`src/rtl/timer_pkg.sv`:
```
// Shared state encoding and helpers for the countdown timer.
// Holds the FSM state type and the prescaler width helper.
package timer_pkg;

   typedef enum logic [1:0] {
      IDLE     = 2'd0,
      COUNTING = 2'd1,
      PAUSED   = 2'd2,
      EXPIRED  = 2'd3
   } state_t;

   localparam logic [1:0] ST_IDLE     = 2'd0;
   localparam logic [1:0] ST_COUNTING = 2'd1;
   localparam logic [1:0] ST_PAUSED   = 2'd2;
   localparam logic [1:0] ST_EXPIRED  = 2'd3;

   // Bits needed to hold 0 .. p-1 (at least one bit).
   function automatic int presc_width(input int p);
      return (p > 1) ? $clog2(p) : 1;
   endfunction

endpackage

```
`src/rtl/tick_prescaler.sv`:
```
// Divides the clock into one-cycle tick strobes every PRESCALE cycles.
// Ports: clock, reset (async, active-low), enable, clear -> tick.
module tick_prescaler
   import timer_pkg::*;
#(
   parameter int PRESCALE = 1
) (
   input  logic clock,
   input  logic reset,
   input  logic enable,
   input  logic clear,
   output logic tick
);

   localparam int PW = presc_width(PRESCALE);
   localparam logic [PW-1:0] LAST = PW'(PRESCALE - 1);

   logic [PW-1:0] cnt_q;

   // Tick is combinational on the held phase so the top level can act
   // on it in the same cycle the phase reaches its last value.
   assign tick = enable && (cnt_q == LAST);

   always_ff @(posedge clock or negedge reset) begin
      if (!reset) begin
         cnt_q <= '0;
      end else if (clear) begin
         cnt_q <= '0;
      end else if (enable) begin
         if (cnt_q == LAST)
            cnt_q <= '0;
         else
            cnt_q <= cnt_q + 1'b1;
      end
   end

endmodule

```
`src/rtl/countdown_timer.sv`:
```
// Loadable countdown timer with pause/resume and optional auto-reload.
// Ports: clock, reset (async, active-low), load, load_value, go, pause
//        -> count, start (level in EXPIRED), done (expiry pulse), state.
module countdown_timer
   import timer_pkg::*;
#(
   parameter int WIDTH       = 16,
   parameter int INIT        = 5,
   parameter int PRESCALE    = 1,
   parameter bit AUTO_START  = 1'b1,
   parameter bit AUTO_RELOAD = 1'b0
) (
   input  logic             clock,
   input  logic             reset,
   input  logic             load,
   input  logic [WIDTH-1:0] load_value,
   input  logic             go,
   input  logic             pause,
   output logic [WIDTH-1:0] count,
   output logic             start,
   output logic             done,
   output logic [1:0]       state
);

   localparam logic [WIDTH-1:0] INIT_V = WIDTH'(INIT);
   localparam state_t RST_STATE = AUTO_START ? COUNTING : IDLE;

   state_t           state_q, state_d;
   logic [WIDTH-1:0] count_q, count_d;
   logic [WIDTH-1:0] reload_q, reload_d;
   logic             done_q, done_d;
   logic             start_q, start_d;

   logic presc_en;
   logic presc_clr;
   logic tick;
   logic go_eff;
   logic expire;

   // pause always wins over go.
   assign go_eff = go && !pause;

   assign presc_en = (state_q == COUNTING) && !load && !pause;

   tick_prescaler #(
      .PRESCALE(PRESCALE)
   ) u_presc (
      .clock (clock),
      .reset (reset),
      .enable(presc_en),
      .clear (presc_clr),
      .tick  (tick)
   );

   // A zero count in COUNTING expires at once, without waiting a tick.
   assign expire = (count_q == '0) ||
                   (tick && (count_q == WIDTH'(1)));

   always_comb begin
      state_d   = state_q;
      count_d   = count_q;
      reload_d  = reload_q;
      done_d    = 1'b0;
      presc_clr = 1'b0;

      if (load) begin
         count_d   = load_value;
         reload_d  = load_value;
         presc_clr = 1'b1;
         state_d   = IDLE;
      end else begin
         unique case (state_q)
            IDLE: begin
               if (go_eff) begin
                  state_d   = COUNTING;
                  presc_clr = 1'b1;
               end
            end
            COUNTING: begin
               if (pause) begin
                  state_d = PAUSED;
               end else if (expire) begin
                  done_d = 1'b1;
                  // Reload of zero would pulse forever; treat as one-shot.
                  if (AUTO_RELOAD && (reload_q != '0)) begin
                     count_d = reload_q;
                  end else begin
                     count_d   = '0;
                     state_d   = EXPIRED;
                     presc_clr = 1'b1;
                  end
               end else if (tick) begin
                  count_d = count_q - WIDTH'(1);
               end
            end
            PAUSED: begin
               if (go_eff)
                  state_d = COUNTING;
            end
            EXPIRED: begin
               if (go_eff) begin
                  state_d   = COUNTING;
                  count_d   = reload_q;
                  presc_clr = 1'b1;
               end
            end
            default: begin
               state_d = IDLE;
            end
         endcase
      end

      start_d = (state_d == EXPIRED);
   end

   always_ff @(posedge clock or negedge reset) begin
      if (!reset) begin
         state_q  <= RST_STATE;
         count_q  <= INIT_V;
         reload_q <= INIT_V;
         done_q   <= 1'b0;
         start_q  <= 1'b0;
      end else begin
         state_q  <= state_d;
         count_q  <= count_d;
         reload_q <= reload_d;
         done_q   <= done_d;
         start_q  <= start_d;
      end
   end

   assign count = count_q;
   assign start = start_q;
   assign done  = done_q;
   assign state = state_q;

endmodule
```
`config.mk`:
```
export PLATFORM = sky130hd
export DESIGN_NAME = countdown_timer
export DESIGN_NICKNAME = d
export VERILOG_FILES = /design/src/rtl/timer_pkg.sv /design/src/rtl/tick_prescaler.sv /design/src/rtl/countdown_timer.sv
export SDC_FILE = /design/constraint.sdc
export NUM_CORES = 1
export LEC_CHECK = 0
export BUFFER_PORTS_ARGS = -buffer_cell sky130_fd_sc_hd__buf_2
export CORE_AREA = 2 2 72 74
export CTS_CLUSTER_DIAMETER = 30
export CTS_CLUSTER_SIZE = 16
export DETAILED_ROUTE_END_ITERATION = 8
export DIE_AREA = 0 0 74 76
export GPL_TIMING_DRIVEN = 0
export PLACE_DENSITY = 0.75
export SYNTH_ARGS = -nofsm -noshare
export SYNTH_HDL_FRONTEND = slang
export SYNTH_SLANG_ARGS = --single-unit
```
`constraint.sdc`:
```
create_clock -name clock -period 2.1 [get_ports clock]
set_input_delay 0.21 -clock clock [delete_from_list [all_inputs] [get_ports clock]]
set_output_delay 0.21 -clock clock [all_outputs]
set_load 0.01 [all_outputs]
```
# Yosys cells after proc, flatten, opt, wreduce, memory -nomap -nowiden
# Cells that the tools add are included.
# word_totals
regBits,37
latch_bits,0
romBits,0
mem_bits_rw,0
memories,0
wordCells,53
out_inout_bits,20
# op_classes
mux,21
n_reduce_logical,15
n_bitwise,1
n_div,0
n_lt_le_gt_ge,0
addsub,2
multipliers,0
eq_ne,8
n_shift,0
# op_table
op,n
16-bit two-way mux,5
16-bit case mux with 2 select lines,1
"16-bit by 1-bit == test with 1-bit output, second input constant",1
16-bit logical NOT,1
"16-bit by 1-bit subtractor with 16-bit output, second input constant",1
1-bit two-way mux,9
2-bit two-way mux,4
"2-bit == test, second input constant",3
"3-bit inequality test, second input constant",2
1-bit logical AND,5
"4-bit inequality test, second input constant",1
2-bit case mux with 2 select lines,1
4-bit AND reduction,1
3-bit nonzero test,1
3-bit OR reduction,1
"2-bit by 1-bit == test with 1-bit output, second input constant",1
1-bit logical NOT,2
2-bit logical NOT,1
1-bit case mux with 2 select lines,1
2-bit nonzero test,1
2-bit OR reduction,1
"1-bit adder, second input constant",1
1-bit logical OR,1
1-bit inverter,1

# Depth between registers and ports, before layout
# Gate-level depths: netlist (run 1).
# logic_depth
word_depth,11
depth_mapped,8

# Hierarchy
# A second synthesis (run 1) with hierarchy kept.
# hier_totals
cells_unflattened,209
area_unflattened_um2,2018.2
# by_module_without_submodules
module,n_inst,area_each_um2,cells_per_inst,seq_area_each_um2
countdown_timer,1,2010.7,208,907.1
tick_prescaler,1,7.5,1,0.0

# Least setup slack after synthesis (run 1)
# OpenSTA, ideal clock, no wires.
# synth_timing
kind,register to register
start,"register count_q[10], in the netlist count[10]"
end,"register count_q[4], in the netlist count[4]"
setup_ps,126
slack_ps,-274
synth_period_minus_slack_ps,2374
arrival_ps,2248
t_required_ps,1974
stages_incl_launch_ff,8
cell_sequence,dfrtp_1 -> buf_6 -> or4_4 -> or3_4 -> o31ai_4 -> buf_6 -> nor2_2 -> o32a_1
# synth_between
elab_chain_cells,7
elab_cells_between_ends,10
classes_between,eq/ne: 2; mux: 4; reduce/logical: 4
# synth_rtl
item,line,rtl
"start, declared",countdown_timer.sv:29,"logic [WIDTH-1:0] count_q, count_d;"
"start signal, assigned",countdown_timer.sv:125,count_q <= count_d;
16-bit by 1-bit == test with 1-bit output,countdown_timer.sv:57,(tick && (count_q == WIDTH'(1)));
1-bit logical AND,countdown_timer.sv:57,
1-bit logical OR (*),countdown_timer.sv:56,assign expire = (count_q == '0) ||
16-bit two-way mux,countdown_timer.sv:82,end else if (expire) begin
16-bit two-way mux,countdown_timer.sv:80,if (pause) begin
16-bit case mux with 2 select lines,countdown_timer.sv:72,unique case (state_q)
16-bit two-way mux,countdown_timer.sv:66,if (load) begin
# Every way passes the cells marked *; elsewhere a longest branch is shown, timed or not. The select of a mux whose other input is x is not followed.
# A chain may end at the register's enable or synchronous reset.

# Final worst setup path (run 1)
# layout_timing
start,"register count_q[11], in the netlist count[11]"
end,"register count_q[5], in the netlist count[5]"
# The elaborated chain is that of the path after synthesis.

==> out/qor.yml, run 1 <==
dp_hpwl_mm: 3.45
grt_pass1_vias: 1717
num_io_pins: 41
cp.arrival_ns: 2.57
die_y_um: 76
violations: "hold timing, setup timing"
fillers: 471
async_flop_share_pct: 100
skew_ns: 0.00847
htree_levels: 2
powerDensity_nw_per_um2: 751
timing.fmax_mhz: 419
cts.sinks: 36
cts_buffers: 5
nets: 267
p_seq_share_pct: 46.8
via_per_inst: 5.83
clkPwrFrac_pct: 25.4
cts_tree: "done"
fin_crit_ns: 2.39
maxCapViolCount: 0
max_slew.worst_pin.slew_ns: 0.856
peakVddDrop_uv: 450
synth-edff-count: 0
syn-cell-area_um2: 1960
syn_nets: 205
ys_seq_elements: 36
cpMaxStageDelayCell: "or4_4"
fin_ws_ns: -0.288
period_share_pct: 114
die_x_um: 74
clock_latency_ns: 0.29
leakage_nw: 1.08
synth-seq-area-share_pct: 46.2
swShare_pct: 32.4
slew_headroom_pct: 42.9
crit_required_ns: 2.28
synth_top_area_share_pct: 39.5
status: "finished, violations left"
drcViolationCount: 0
multi_input_area_um2: 1040
yosysTopAreaCell: "dfrtp_1"
p_switching_mw: 0.620
ctsHoldBuffers: 0
clock_path_buffers: 2
drt_iter0_drc: 172
avgSynthCellArea_um2: 10.8
synth_cell_types: 41
critPathLaunchType: "flop"
grt_max_degree: 37
ant_nets: 0
antenna_cells: 0
grt_overflow_total: 0
dr.pass1.iters: 6
endpoint_kind: "flop"
p_int_mw: 1.29
grt_first_pass_wirelength_mm: 8.67
yosys-top-cells-area: "dfrtp_1 40%, mux2_2 9.2%, dfstp_2 6.7%, o21ai_0 4.1%, a22o_1 4.0%"
drive_gt1_share_pct: 44.9
core_um2: 4910
crit_type: "flop to flop"
path_cells: "or4_4 > or3_4 > o31ai_4 > buf_6 > buf_4 > buf_6 > o41ai_2 > a22o_1"
io_buffers: 40
hold_viol_final: 4
vias: 1838
grt_util_all_layers_pct: 20.0
rsz0062_at_grt: "yes"
slew_viol_final: 0
critPathMostFrequentCell: "buf_6"
gp_congestion: 0.806
rows: 26
fin_util_pct: 51.9
antenna_found_initial: 0
hold_class: "input pin to async pin"
cp_slowest_stage_delay_ns: 0.54
crit_fanout: 5
place_area_um2: 2250
register_area_um2: 911
ys_warn_count: 0
synthCells: 182
die_area_um2: 5620
wirelength_mm: 5.45
setup_violations: 18
path_clk_slew_ns: 0.07
post-route-cell-area_um2: 2550
finalPower_mw: 1.91
start_util_pct: 39.9
root_buffer: "clkbuf_8"
timing.hold.ws_ns: -0.000979
ys.flop_type: "dfrtp_1"
synthToLayoutAreaGrowth_pct: 30.0
pwr-share-comb_pct: 27.9
wire_per_inst_um: 17.3
state kept, by name (all words and copies together), names as in the netlist:
| register | count |
|---|---|
| count | 16 |
| done | 1 |
| reload_q | 16 |
| start | 1 |
| state | 2 |
cell families after synthesis:
logic type	synth area share [%]
flip-flops	46.2
AO/OA/AOI/OAI	25.5
AND/OR/NAND/NOR	13.1
multiplexers	9.18
buffers and inverters	4.72
adder cells (fa/ha/maj)	1.28
per-stage QoR:
step	instances	worst slack [ns]	TNS [ns]
after floorplan	182	-0.250	-3.12
after global placement	292	-0.389	-5.92
after detailed placement	292	-0.383	-5.85
after CTS	313	-0.281	-3.95
after global routing	315	-0.359	-5.49
final	315	-0.288	-3.88
worst paths after layout:
check	startpoint	cells past startpoint	slack, ns	end
max	count[11]$_DFFE_PN0P_	8	-0.29	count[5]$_DFFE_PN0P_
min	reset	1	-0.001	state[1]$_DFF_PN0_
max reg2reg	count[11]$_DFFE_PN0P_	8	-0.29	count[5]$_DFFE_PN0P_
min reg2reg	reload_q[15]$_DFFE_PN0P_	1	0.51	reload_q[15]$_DFFE_PN0P_
max in group asynchronous	reset	1	1.54	count[5]$_DFFE_PN0P_
min in group clock	load_value[0]	2	0.16	reload_q[0]$_DFFE_PN1P_
worst max-delay path: cells and delay by family (launching register included):
family | cells | cell delay [ns]
simple gates | 2 | 0.93
compound gates | 3 | 0.56
flops | 1 | 0.42
buf+inv | 3 | 0.36
what timing repair did:
item | in CTS | in global routing
cloned | 1 | 0
pin swaps | 8 | 9
gates resized for setup | 22 | 13
endpoints found under the setup margin | 19 | 19
buffers inserted | 13 | 4
area by class of cell:
type / instances / share of cell area, %
Timing Repair Buffer: 58 / 13.6
Sequential cell: 36 / 35.7
Clock buffer: 7 / 2.99
Inverter: 4 / 0.589
Clock inverter: 1 / 0.196
Multi-Input combinational cell: 128 / 40.8
Buffer: 11 / 2.65
Tap cell: 70 / 3.43
layout by cell type (no fill, tap or decap), types with 8 or more instances in the layout:
cell and n:
buf_2 40, dfrtp_1 28, mux2_2 16, buf_4 15, nor2_1 9, a22o_1 9
clkbuf_1 8, o21ai_1 8
Yosys cell counts, types with 2 or more instances:
cell and n:
nor4_1 2, a22o_1 9, buf_1 2, nand2_1 4, o21ai_0 16, a31oi_1 3, o2bb2ai_1 4, o32a_1 2
clkbuf_1 7, buf_2 2, ha_1 2, inv_1 4, dfrtp_1 31, or4_1 4, nor2b_1 2, nor3_1 8
o31ai_1 3, a21oi_1 6, buf_6 3, o21a_1 4, or3_4 2, a22oi_1 7, a221oi_1 2, o41ai_1 2
nand2b_1 4, a222oi_1 4, nor3b_1 2, mux2_2 16, dfstp_2 5, nor2_1 9
metal layers:
layer / GRT usage [%] / wire length (µm)
met1: 28.7 / 2410
met2: 30.2 / 2580
met3: 4.37 / 374
met4: 6.00 / 76
met5: 0 / 0
power by group through the flow:
| stage | registers, mW | logic [mW] | clock network [mW] |
|---|---|---|---|
| 3_5_place_dp | 0.892 | 0.447 | 0 |
| 5_1_grt | 0.912 | 0.579 | 0.518 |
| 2_1_floorplan | 0.903 | 0.266 | 0 |
| 6_report | 0.896 | 0.533 | 0.485 |
| 4_1_cts | 0.887 | 0.511 | 0.491 |
| 3_3_place_gp | 0.888 | 0.442 | 0 |
No activity file was read; power rests on OpenSTA's default activity.
==> inputs of run 2 (changes only) <==
SETUP_SLACK_MARGIN = 0.4   (was not set)
SLEW_MARGIN = 20   (was not set)
==> run 2 against run 1 <==
The run ends with setup timing left. Largest power group unchanged. Highest routed layer unchanged. Worst setup slack lost 0.043 ns. Clock power is essentially flat. Combinational power increased by 4.7%. Total power is essentially flat. Count of clock-buffer cells in the layout is the same.
==> out/qor.yml, run 2 (synthesis results as in run 1) <==
status: "finished, violations left"
violations: "setup timing"
clkPwrFrac_pct: 25.2
fin_crit_ns: 2.43
cts.sinks: 36
place_area_um2: 2250
grt_util_all_layers_pct: 20.1
period_share_pct: 116
dp_hpwl_mm: 3.40
cts_tree: "done"
timing.fmax_mhz: 411
synthToLayoutAreaGrowth_pct: 29.5
ant_nets: 0
nets: 269
vias: 1826
rrSetupSlack_ns: -0.33
powerDensity_nw_per_um2: 754
drt_iter0_drc: 117
cts_buffers: 5
critPathLaunchType: "flop"
slew_viol_final: 0
skew_ns: 0.00647
num_io_pins: 41
setup_violations: 19
r2r-end: "count[4]$_DFFE_PN0P_"
clock_path_buffers: 2
rsz0062_at_grt: "yes"
die_x_um: 74
leakage_nw: 1.09
core_um2: 4910
p_switching_mw: 0.610
rows: 26
drive_gt1_share_pct: 44.1
crit_fanout: 6
maxCapViolCount: 0
start_util_pct: 39.9
p_seq_share_pct: 45.7
post-place-cells: 292
grt_overflow_total: 0
gp_congestion: 0.815
fin_util_pct: 51.7
grt_first_pass_wirelength_mm: 8.76
peakVddDrop_uv: 404
hold_viol_final: 0
fin_ws_ns: -0.331
dr.pass1.iters: 6
dp_slack_ns: -0.395
die_y_um: 76
crit_type: "flop to flop"
cpMaxStageDelayCell: "or4_4"
max_slew.worst_pin.slew_ns: 0.860
io_buffers: 40
ctsHoldBuffers: 0
finalPower_mw: 1.92
endpoint: "count[4]$_DFFE_PN0P_"
worstReg2RegStart: "count[11]$_DFFE_PN0P_"
antenna_found_initial: 0
timing.critical_path.buf_inv: 1
path_cells: "or4_4 > or3_4 > o31ai_4 > buf_6 > nor2_2 > o32a_1"
fin_tns_setup_ns: -5.20
fillers: 455
cp_slowest_stage_delay_ns: 0.54
via_per_inst: 5.76
post-route-cell-area_um2: 2540
grt_max_degree: 37
timing.hold.ws_ns: 0.00809
swShare_pct: 31.8
root_buffer: "clkbuf_8"
hold_class: "input pin to async pin"
slew_headroom_pct: 42.7
grt_pass1_vias: 1797
antenna_cells: 0
die_area_um2: 5620
reg2reg_depth: 6
final_cells: 317
crit_required_ns: 2.28
clock_latency_ns: 0.29
path_clk_slew_ns: 0.07
cp.arrival_ns: 2.61
drcViolationCount: 0
crit_cells: 6
p_int_mw: 1.31
endpoint_kind: "flop"
final_cell_mix: "40 x buf_2, 29 x dfrtp_1, 16 x mux2_2, 14 x buf_4, 10 x o21ai_0"
cp-startpoint: "count[11]$_DFFE_PN0P_"
final_common_cell: "buf_2"
pwr-share-comb_pct: 29.1
crit_family: "simple AND/OR/NAND/NOR gates"
wirelength_mm: 5.36
wire_per_inst_um: 16.9
htree_levels: 2
[run 2: changes by cell type in the layout (fill, tap and decap cells not counted), moves of 2 or more]
cell	before	now
buf_6	5	8
o21ai_1	8	3
o21ai_2	1	3
o21ai_0	7	10
[run 2: worst reg2reg max path, delay by kind of cell (launching register included)]
family                 cells  cell delay [ns]
buffers and inverters      1             0.19
AO/OA/AOI/OAI              2             0.70
AND/OR/NAND/NOR            3             1.02
flip-flops                 1             0.41
[run 2: layout make-up]
| cell class | count | area (µm²) | area share (%) |
|---|---|---|---|
| buffer | 14 | 91.3 | 3.60 |
| multi-input combinational | 128 | 1020 | 40.0 |
| clock buffer | 7 | 76.3 | 3.00 |
| sequential | 36 | 910 | 35.8 |
| clock inverter | 1 | 5.00 | 0.197 |
| timing repair buffer | 57 | 339 | 13.3 |
| tap | 70 | 87.6 | 3.45 |
| inverter | 4 | 15.0 | 0.591 |
[run 2: per-layer routing]
metal  vias to the layer above  global-route usage [%]  routed length (µm)
met1                       898                    28.4                2260
met4                         0                    6.73                  85
met2                        85                    29.6                2520
met3                        10                    5.56                 494
li1                        833                       -                   -
met5                         -                       0                   0
[run 2: worst min path at each step]
| stage | slack, ns | from | to | cells after the start |
|---|---|---|---|---|
| floorplan | -0.09 | reset | count[10]$_DFFE_PN0P_ | 0 |
| global placement | 0.35 | reset | start$_DFF_PN0_ | 1 |
| detailed placement | 0.35 | reset | start$_DFF_PN0_ | 1 |
| CTS | 0.04 | reset | state[1]$_DFF_PN0_ | 1 |
| global route | 0.07 | reset | count[9]$_DFFE_PN0P_ | 1 |
| finish | 0.008 | reset | start$_DFF_PN0_ | 1 |
[run 2: power by group through the flow]
| stage | clock, mW | combinational [mW] | sequential (mW) |
|---|---|---|---|
| floorplan | 0 | 0.266 | 0.903 |
| finish | 0.483 | 0.558 | 0.875 |
| global route | 0.516 | 0.607 | 0.890 |
| detailed placement | 0 | 0.448 | 0.891 |
| CTS | 0.488 | 0.532 | 0.871 |
| global placement | 0 | 0.443 | 0.887 |
[run 2: repair_timing]
action | CTS | global route
gates cloned | 1 | 1
pin swaps | 9 | 4
endpoints found under the setup margin | 19 | 19
buffers inserted | 13 | 2
resized for setup | 13 | 17
